File: config.mk
export PLATFORM = sky130hd
export DESIGN_NAME = bank_shift_out
export DESIGN_NICKNAME = d
export VERILOG_FILES = /design/src/rtl/bank_shift_out_pkg.sv /design/src/rtl/bank_shift_out_tick.sv /design/src/rtl/bank_shift_out.sv
export SDC_FILE = /design/constraint.sdc
export NUM_CORES = 2
export LEC_CHECK = 0
export ABC_AREA = 0
export BUFFER_PORTS_ARGS = -buffer_cell sky130_fd_sc_hd__buf_2
export CAP_MARGIN = 5
export CELL_PAD_IN_SITES_DETAIL_PLACEMENT = 1
export CELL_PAD_IN_SITES_GLOBAL_PLACEMENT = 2
export CORE_UTILIZATION = 43
export DETAILED_ROUTE_END_ITERATION = 6
export PLACE_DENSITY = 0.86
export SLEW_MARGIN = 10
export SYNTH_ARGS = -nofsm -noshare
export SYNTH_HDL_FRONTEND = slang
export SYNTH_SLANG_ARGS = --single-unit
File: constraint.sdc
create_clock -name CLK -period 81.9 [get_ports CLK]
set_input_delay 16.38 -clock CLK [delete_from_list [all_inputs] [get_ports CLK]]
set_output_delay 16.38 -clock CLK [all_outputs]
set_load 0.01 [all_outputs]
File: src/rtl/bank_shift_out_pkg.sv
// Shared types and defaults for the bank shift-out block: FSM state encoding and frame sizing.
package bank_shift_out_pkg;

   localparam int DEF_NUM_BANKS      = 4;
   localparam int DEF_DATA_W         = 256;
   localparam int DEF_CLK_DIV        = 4;
   localparam int DEF_REFRESH_CYCLES = 1000000;

   typedef enum logic [2:0] {
      IDLE,
      LOAD,
      SHIFT_LO,
      SHIFT_HI,
      LATCH_ST
   } state_t;

   function automatic int frame_bits(input int num_banks, input int data_w);
      return num_banks * data_w;
   endfunction

endpackage

File: src/rtl/bank_shift_out_tick.sv
// Half-period tick generator for the serial clock: one tick every CLK_DIV enabled cycles,
// restarted from zero so each shift frame begins with a full-length SCLK phase.
module bank_shift_out_tick
   import bank_shift_out_pkg::*;
#(
   parameter int CLK_DIV = DEF_CLK_DIV
) (
   input  logic CLK,
   input  logic RST,
   input  logic restart,
   input  logic enable,
   output logic tick
);

   localparam int CNT_W = $clog2(CLK_DIV + 1);

   logic [CNT_W-1:0] div_cnt;

   assign tick = enable && (div_cnt == CNT_W'(CLK_DIV - 1));

   always_ff @(posedge CLK or posedge RST) begin
      if (RST) begin
         div_cnt <= '0;
      end else if (restart || tick) begin
         div_cnt <= '0;
      end else if (enable) begin
         div_cnt <= div_cnt + 1'b1;
      end
   end

endmodule

File: src/rtl/bank_shift_out.sv
// Stores parsed frames per bank and streams all banks to a 74HC595-style chain after each update.
// Define BANK_SHIFT_OUT_REFRESH_EN to also re-send the chain every REFRESH_CYCLES clock cycles.
module bank_shift_out
   import bank_shift_out_pkg::*;
#(
   parameter int NUM_BANKS      = DEF_NUM_BANKS,
   parameter int DATA_W         = DEF_DATA_W,
   parameter int CLK_DIV        = DEF_CLK_DIV
`ifdef BANK_SHIFT_OUT_REFRESH_EN
   ,
   parameter int REFRESH_CYCLES = DEF_REFRESH_CYCLES
`endif
) (
   input  logic              CLK,
   input  logic              RST,
   input  logic [DATA_W-1:0] DATA_IN,
   input  logic [7:0]        BANK_IN,
   input  logic              DATA_WRITE,
   output logic              SDO,
   output logic              SCLK,
   output logic              LATCH,
   output logic              BUSY,
   output logic              BANK_ERR
);

   localparam int FRAME_BITS = frame_bits(NUM_BANKS, DATA_W);
   localparam int BIT_CNT_W  = $clog2(FRAME_BITS + 1);

   state_t                  state, state_nxt;
   logic [DATA_W-1:0]       bank_q [NUM_BANKS];
   logic [FRAME_BITS-1:0]   snapshot, shift_q;
   logic [BIT_CNT_W-1:0]    bit_cnt;
   logic                    pending, bank_err_q, write_ok, refresh_tick;
   logic                    tick, tick_restart, tick_enable, last_bit;

   assign write_ok     = DATA_WRITE && (int'(BANK_IN) < NUM_BANKS);
   assign last_bit     = (bit_cnt == BIT_CNT_W'(FRAME_BITS - 1));
   assign tick_restart = (state == LOAD);
   assign tick_enable  = (state == SHIFT_LO) || (state == SHIFT_HI) || (state == LATCH_ST);
   assign BANK_ERR     = bank_err_q;

   always_ff @(posedge CLK or posedge RST) begin
      if (RST) begin
         for (int b = 0; b < NUM_BANKS; b++) bank_q[b] <= '0;
      end else if (write_ok) begin
         for (int b = 0; b < NUM_BANKS; b++) begin
            if (int'(BANK_IN) == b) bank_q[b] <= DATA_IN;
         end
      end
   end

   // Bank 0 lands in the low bits so shifting right emits bank 0, bit 0 first.
   always_comb begin
      snapshot = '0;
      for (int b = 0; b < NUM_BANKS; b++) snapshot[b*DATA_W +: DATA_W] = bank_q[b];
   end

   // A write landing in the LOAD cycle wins over the clear, so its data gets its own frame.
   always_ff @(posedge CLK or posedge RST) begin
      if (RST) begin
         pending    <= 1'b0;
         bank_err_q <= 1'b0;
      end else begin
         bank_err_q <= DATA_WRITE && !write_ok;
         if (write_ok || refresh_tick) pending <= 1'b1;
         else if (state == LOAD)       pending <= 1'b0;
      end
   end

   always_ff @(posedge CLK or posedge RST) begin
      if (RST) begin
         shift_q <= '0;
         bit_cnt <= '0;
      end else if (state == LOAD) begin
         shift_q <= snapshot;
         bit_cnt <= '0;
      end else if ((state == SHIFT_HI) && tick) begin
         shift_q <= shift_q >> 1;
         bit_cnt <= bit_cnt + 1'b1;
      end
   end

   always_ff @(posedge CLK or posedge RST) begin
      if (RST) state <= IDLE;
      else     state <= state_nxt;
   end

   always_comb begin
      state_nxt = state;
      SDO       = 1'b0;
      SCLK      = 1'b0;
      LATCH     = 1'b0;
      BUSY      = (state != IDLE);
      case (state)
         IDLE:     if (pending) state_nxt = LOAD;
         LOAD:     state_nxt = SHIFT_LO;
         SHIFT_LO: begin
            SDO = shift_q[0];
            if (tick) state_nxt = SHIFT_HI;
         end
         SHIFT_HI: begin
            SDO  = shift_q[0];
            SCLK = 1'b1;
            if (tick) state_nxt = last_bit ? LATCH_ST : SHIFT_LO;
         end
         LATCH_ST: begin
            LATCH = 1'b1;
            if (tick) state_nxt = IDLE;
         end
         default:  state_nxt = IDLE;
      endcase
   end

   bank_shift_out_tick #(
      .CLK_DIV (CLK_DIV)
   ) u_tick (
      .CLK     (CLK),
      .RST     (RST),
      .restart (tick_restart),
      .enable  (tick_enable),
      .tick    (tick)
   );

`ifdef BANK_SHIFT_OUT_REFRESH_EN
   localparam int REFRESH_W = $clog2(REFRESH_CYCLES + 1);

   logic [REFRESH_W-1:0] refresh_cnt;

   assign refresh_tick = (refresh_cnt == REFRESH_W'(REFRESH_CYCLES - 1));

   always_ff @(posedge CLK or posedge RST) begin
      if (RST)               refresh_cnt <= '0;
      else if (refresh_tick) refresh_cnt <= '0;
      else                   refresh_cnt <= refresh_cnt + 1'b1;
   end
`else
   assign refresh_tick = 1'b0;
`endif

endmodule

## Word-level counts from Yosys, hierarchy flattened

Cells that the tools add are included.
W data, S select, Z words.

- Register bits: 2067
- Input port bits: 267
- Output and inout bits: 5
- Word-level logic and storage cells: 63

- Add/sub/neg operators: 2
- Magnitude comparators: 1
- Eq/ne operators: 13
- Muxes and demuxes: 17
- Reduce and logical (&&, ||, !) cells: 20

Operator list:

| operator | count |
|---|---|
| $mux W1024 | 2 |
| $mux W11 | 2 |
| $mux W3 | 7 |
| $eq A8 B3 Y1 const B | 2 |
| $pmux W3 S5 | 1 |
| $add A11 B1 Y11 const B | 1 |
| $eq A11 B10 Y1 const B | 1 |
| $eq A3 B2 Y1 const B | 3 |
| $eq A8 B2 Y1 const B | 1 |
| $logic_not A8 Y1 | 1 |
| $lt A8 B3 Y1 const B | 1 |
| $ne A2 B2 Y1 const B | 4 |
| $reduce_and A2 Y1 | 4 |
| $reduce_bool A2 Y1 | 3 |
| $mux W1 | 5 |
| $logic_and A1 B1 Y1 | 4 |
| $reduce_and A4 Y1 | 1 |
| $add A3 B1 Y3 const B | 1 |
| $eq A3 B1 Y1 const B | 1 |
| $eq A3 B3 Y1 const B | 1 |
| $logic_not A3 Y1 | 1 |
| $logic_or A1 B1 Y1 | 3 |
| $reduce_bool A3 Y1 | 1 |
| $reduce_or A2 Y1 | 1 |
| $logic_not A1 Y1 | 1 |

## Logic depth before layout (Yosys ltp)

- Word-level depth: 7
- Gate-level depth with buffers: 10
- Mapped depth without buffers: 6

## Hierarchy

From an unflattened synthesis, not the netlist that was laid out.

- Cell total of the unflattened synthesis: 6824
- Area, all modules: 81703.4 µm²

By module, submodules not included:

| module | times used | cells an instance | area an instance (µm²) | sequential area each (µm²) |
|---|---|---|---|---|
| bank_shift_out | 1 | 6808 | 81533.2 | 51649.5 |
| bank_shift_out_tick | 1 | 16 | 170.2 | 75.1 |

## Least setup slack after synthesis

OpenSTA, ideal clock, no wires.

- Path kind: input to register
- Start: in BANK_IN[7]
- End: reg bank_q[898] in the netlist's numbering
- Library setup time: 0.128 ns
- Data arrival time: 17.910 ns
- Required time: 81.772 ns
- Slack: 63.863 ns
- Stages on the path: 7
- Buffers on the path: 3
- Cell sequence: nor4_1 and3_1 buf_2 nor3b_2 buf_4 buf_4 mux2_1

- Cells in the longest elaborated chain, start to end: 3
- Elaborated cells on any way between the ends: 4
- Classes of those cells: order compare (1); reduce/logical (3)

Ends and longest elaborated chain:

| item | line | RTL |
|---|---|---|
| from (decl) | bank_shift_out.sv:17 | `input logic [7:0] BANK_IN,` |
| $lt A8 B3 Y1 | bank_shift_out.sv:36 | `assign write_ok = DATA_WRITE && (int'(BANK_IN) < NUM_BANKS);` |
| $logic_and A1 B1 Y1 | bank_shift_out.sv:36 |  |
| $reduce_and A2 Y1 (no source line) (*) | - |  |
| to (decl) | bank_shift_out.sv:30 | `logic [DATA_W-1:0] bank_q [NUM_BANKS];` |

Mark *: on every way between the ends. The rest lies on a longest branch, timed or not.
A chain may end at the register's enable or synchronous reset.

==> summary.md <==
| Metric | Value |
|---|---|
| Total negative setup slack | `0 ps` |
| Num CTS Buffers | `216` |
| Clk_lat worst skew | `roughly 870 ps` |
| Clk slew on worst S/H paths | `60 ps` |
| Setup bufs post-CTS | `0` |
| Via count | `approximately 54,000` |
| Layout cells sized above 1 | `24.4%` |
| CP cell instances | `buf_2, inv_8, buf_4, buf_4, buf_4, buf_4, buf_4, buf_4, buf_4` |
| CP Max Fanout | `88` |
| Final Cell Area | `0.0921 mm²` |
| Post-synth EDFFs | `0` |
| Period minus WS final | `22,110 ps` |
| Worst setup margin | `59,790 ps` |
| Met3 WL | `5850 µm` |
| Multi-input logic area | `0.0276 mm²` |
| Global-route wire length before repair | `331,000 µm` |
| Final core utilization | `48.8%` |
| Worst VDD drop | `0.0233 mV` |
| WL/cell | `20.9 µm` |
| Crit. path cell count | `9` |
| Detail Route Antenna Nets | `0` |
| Htree depth | `4` |
| Remaining DRCs | `0` |
| Post-route insts no fill | `9,507` |
| Worst Max-Slew Pin Slew | `around 1500 ps` |
| Post-cts sizing count | `0` |
| Fmax | `45.2 MHz` |
| Max_cap viols | `0` |
| Highest metal used | `met5` |
| Reg area | `0.0517 mm²` |
| RSZ-0062 raised after global routing | `false` |
| Failing checks | `slew limit` |
| Flop-to-flop setup slack | `around 76,000 ps` |
| Fraction of registers with async set/reset | `100%` |
| Ports | `272` |
| Synth top area share | `63.1%` |
| Top post-synthesis cells by area | `dfrtp_1 63%, mux2_2 14%, o22ai_1 7.8%` |
| Critical Path AT | `22,970 ps` |
| DP HPWL | `111,000 µm` |
| Critical path class | `in2async` |
| Die footprint | `0.192 mm²` |
| Inst Count DP | `around 9,000` |
| Post-synthesis cell area | `0.0819 mm²` |
| Placement Cell Area | `0.0845 mm²` |
| Worst hold slack | `approximately 480 ps` |
| # hold bufs at CTS | `0` |
| Synth area leader | `dfrtp_1` |
| CP most frequent cell | `buf_4` |
| Vias in the first global route | `roughly 60,000` |
| Tot GR Track Use | `21.0%` |
| Core Area | `0.189 mm²` |
| Highest-count cells in the layout ignoring fill and taps | `2,066 x dfrtp_1, 1,029 x nand2_1, 1,023 x o22ai_1` |
| DR vias/cell | `between 5 and 6` |
| WP data required | `82,760 ps` |
| Endpoints failing setup | `0` |
| Drt pass-1 iters | `5` |
| Syn nets | `7,104` |
| Count of final hold-check violations | `0` |
| Commonest non-fill, non-tap cell in the layout | `dfrtp_1` |
| Fin crit share | `27.0%` |
| Number of fill cells in the layout | `19,500` |
| Hold Path Depth | `2` |
| Slew headroom | `-0.115%` |
| CTS tree | `done` |
| Metal1 wirelength | `89,100 µm` |
| Seq cells post-synth | `2,067` |
| Total congestion overflow | `0` |
| CTS max path bufs | `3` |
| Final wirelength | `between 150,000 and 200,000 µm` |
| Crit path launch type | `input port` |
| Top FF cell, synth | `dfrtp_1` |
| Pleak | `roughly 43 nW` |
| Register area share after synthesis | `63.1%` |
| Initial antenna violation count | `between 40 and 50` |
| Site Rows | `159` |
| Syn_area_per_cell | `between 10 and 15 µm²` |
| CP Capture Type | `async pin` |
| Worst r2r path cells | `7` |
| Overall power | `2.99 mW` |
| Die span in y | `approximately 440 µm` |
| CTS root buf | `clkbuf_16` |
| Cell variety after synth | `44` |
| DRT iter0 DRCs | `3,469` |
| Wire length on met2 | `98,100 µm` |
| Pre-CTS setup slack | `58,570 ps` |
| Worst Skew | `28.7 ps` |
| Slowest cell on the critical path | `buf_4` |
| # nets final | `just over 7,000` |
| Cell area power density | `32.4 mW/mm²` |
| Yosys warning count | `0` |
| CP delay by family, top | `buffers and inverters` |
| Max-slew violation count | `4` |
| Status | `finished with violations` |
| Layout area overhead | `12.5%` |
| Width of the die | `438 µm` |
| Critical Path Max Stage Delay | `slightly above 900 ps` |
| CP Buf/Inv Count | `9` |
| Hold Path Class | `reg2reg` |
| Starting density of the core | `43.4%` |
| Post-Synthesis Cells | `6,834` |
| RePlAce Congestion | `0.757` |
| Largest net degree at the start of global routing | `276` |
| Sink Count | `2,067` |
| Port bufs | `271` |
[state kept, by name, summed over array words and instances, names as in the netlist]
signal	flops
shift_q	1024
u_tick.div_cnt	3
bit_cnt	11
BANK_ERR	1
pending	1
bank_q	1024
state	3
[final cells by class]
type                            instances  area share, %
Clock inverter                         85           1.26
Sequential cell                      2067           56.1
Timing Repair Buffer                  348           2.26
Tap cell                             2495           3.39
Antenna cell                           12         0.0326
Multi-Input combinational cell       4186           29.9
Inverter                                6         0.0326
Clock buffer                          308           6.96
[kinds of logic (layout without fill, tap and decap cells)]
| logic type | Yosys count | after routing | share of synthesized area [%] |
|---|---|---|---|
| compound gates | 2067 | 2067 | 14.2 |
| flops | 2067 | 2067 | 63.1 |
| simple gates | 1079 | 1079 | 5.07 |
| mux | 1031 | 1031 | 14.2 |
| buf+inv | 581 | 747 | 3.26 |
| xor+xnor | 6 | 6 | 0.0641 |
| fa+ha+maj | 3 | 3 | 0.0458 |
| other cells | 0 | 12 | 0 |
[report_power, final]
| group | internal, mW | switching, mW |
|---|---|---|
| clock | 0.614 | 0.417 |
| sequential | 1.30 | 0.165 |
| combinational | 0.206 | 0.284 |
| total | 2.12 | 0.866 |
[layer usage]
layer / vias up / track usage (%)
li1: 24600 / -
met1: 28400 / 28.0
met2: 726 / 35.2
met3: 338 / 3.00
met4: 12 / 6.64
met5: - / 0
[tightest hold or removal path: stages, from the launching register on]
cell	delay, ps
dfrtp_1	340
nand2_1	40
o21ai_0	60
[worst paths after layout]
path	startpoint	endpoint
worst min register to register	shift_q[612]$_DFFE_PP0P_	shift_q[612]$_DFFE_PP0P_
max in group CLK	BANK_IN[7]	bank_q[383]$_DFFE_PP0P_
worst max-delay path	RST	shift_q[571]$_DFFE_PP0P_
worst min-delay path	shift_q[612]$_DFFE_PP0P_	shift_q[612]$_DFFE_PP0P_
worst max register to register	state[1]$_DFFE_PP0P_	shift_q[478]$_DFFE_PP0P_
min in group asynchronous	RST	shift_q[391]$_DFFE_PP0P_
[synthesized netlist by cell type, types with 2 or more instances]
cell / n
and3_1: 2
nand2b_1: 6
xnor2_1: 5
nand4_1: 2
o31ai_1: 3
buf_1: 10
o21ai_1: 63
buf_4: 7
a22o_1: 5
clkbuf_1: 285
mux2i_1: 4
nand3b_1: 2
inv_1: 6
a32oi_1: 2
nand3_1: 5
dfrtp_1: 2067
ha_1: 3
o22ai_1: 1023
buf_2: 253
mux2_2: 991
and2_1: 2
nor3_1: 3
mux2_1: 36
nor4_1: 6
o21ai_0: 960
nand2_1: 1030
buf_6: 20
nor2_1: 12
a21oi_1: 6
Power figures use the tool's default switching activity.
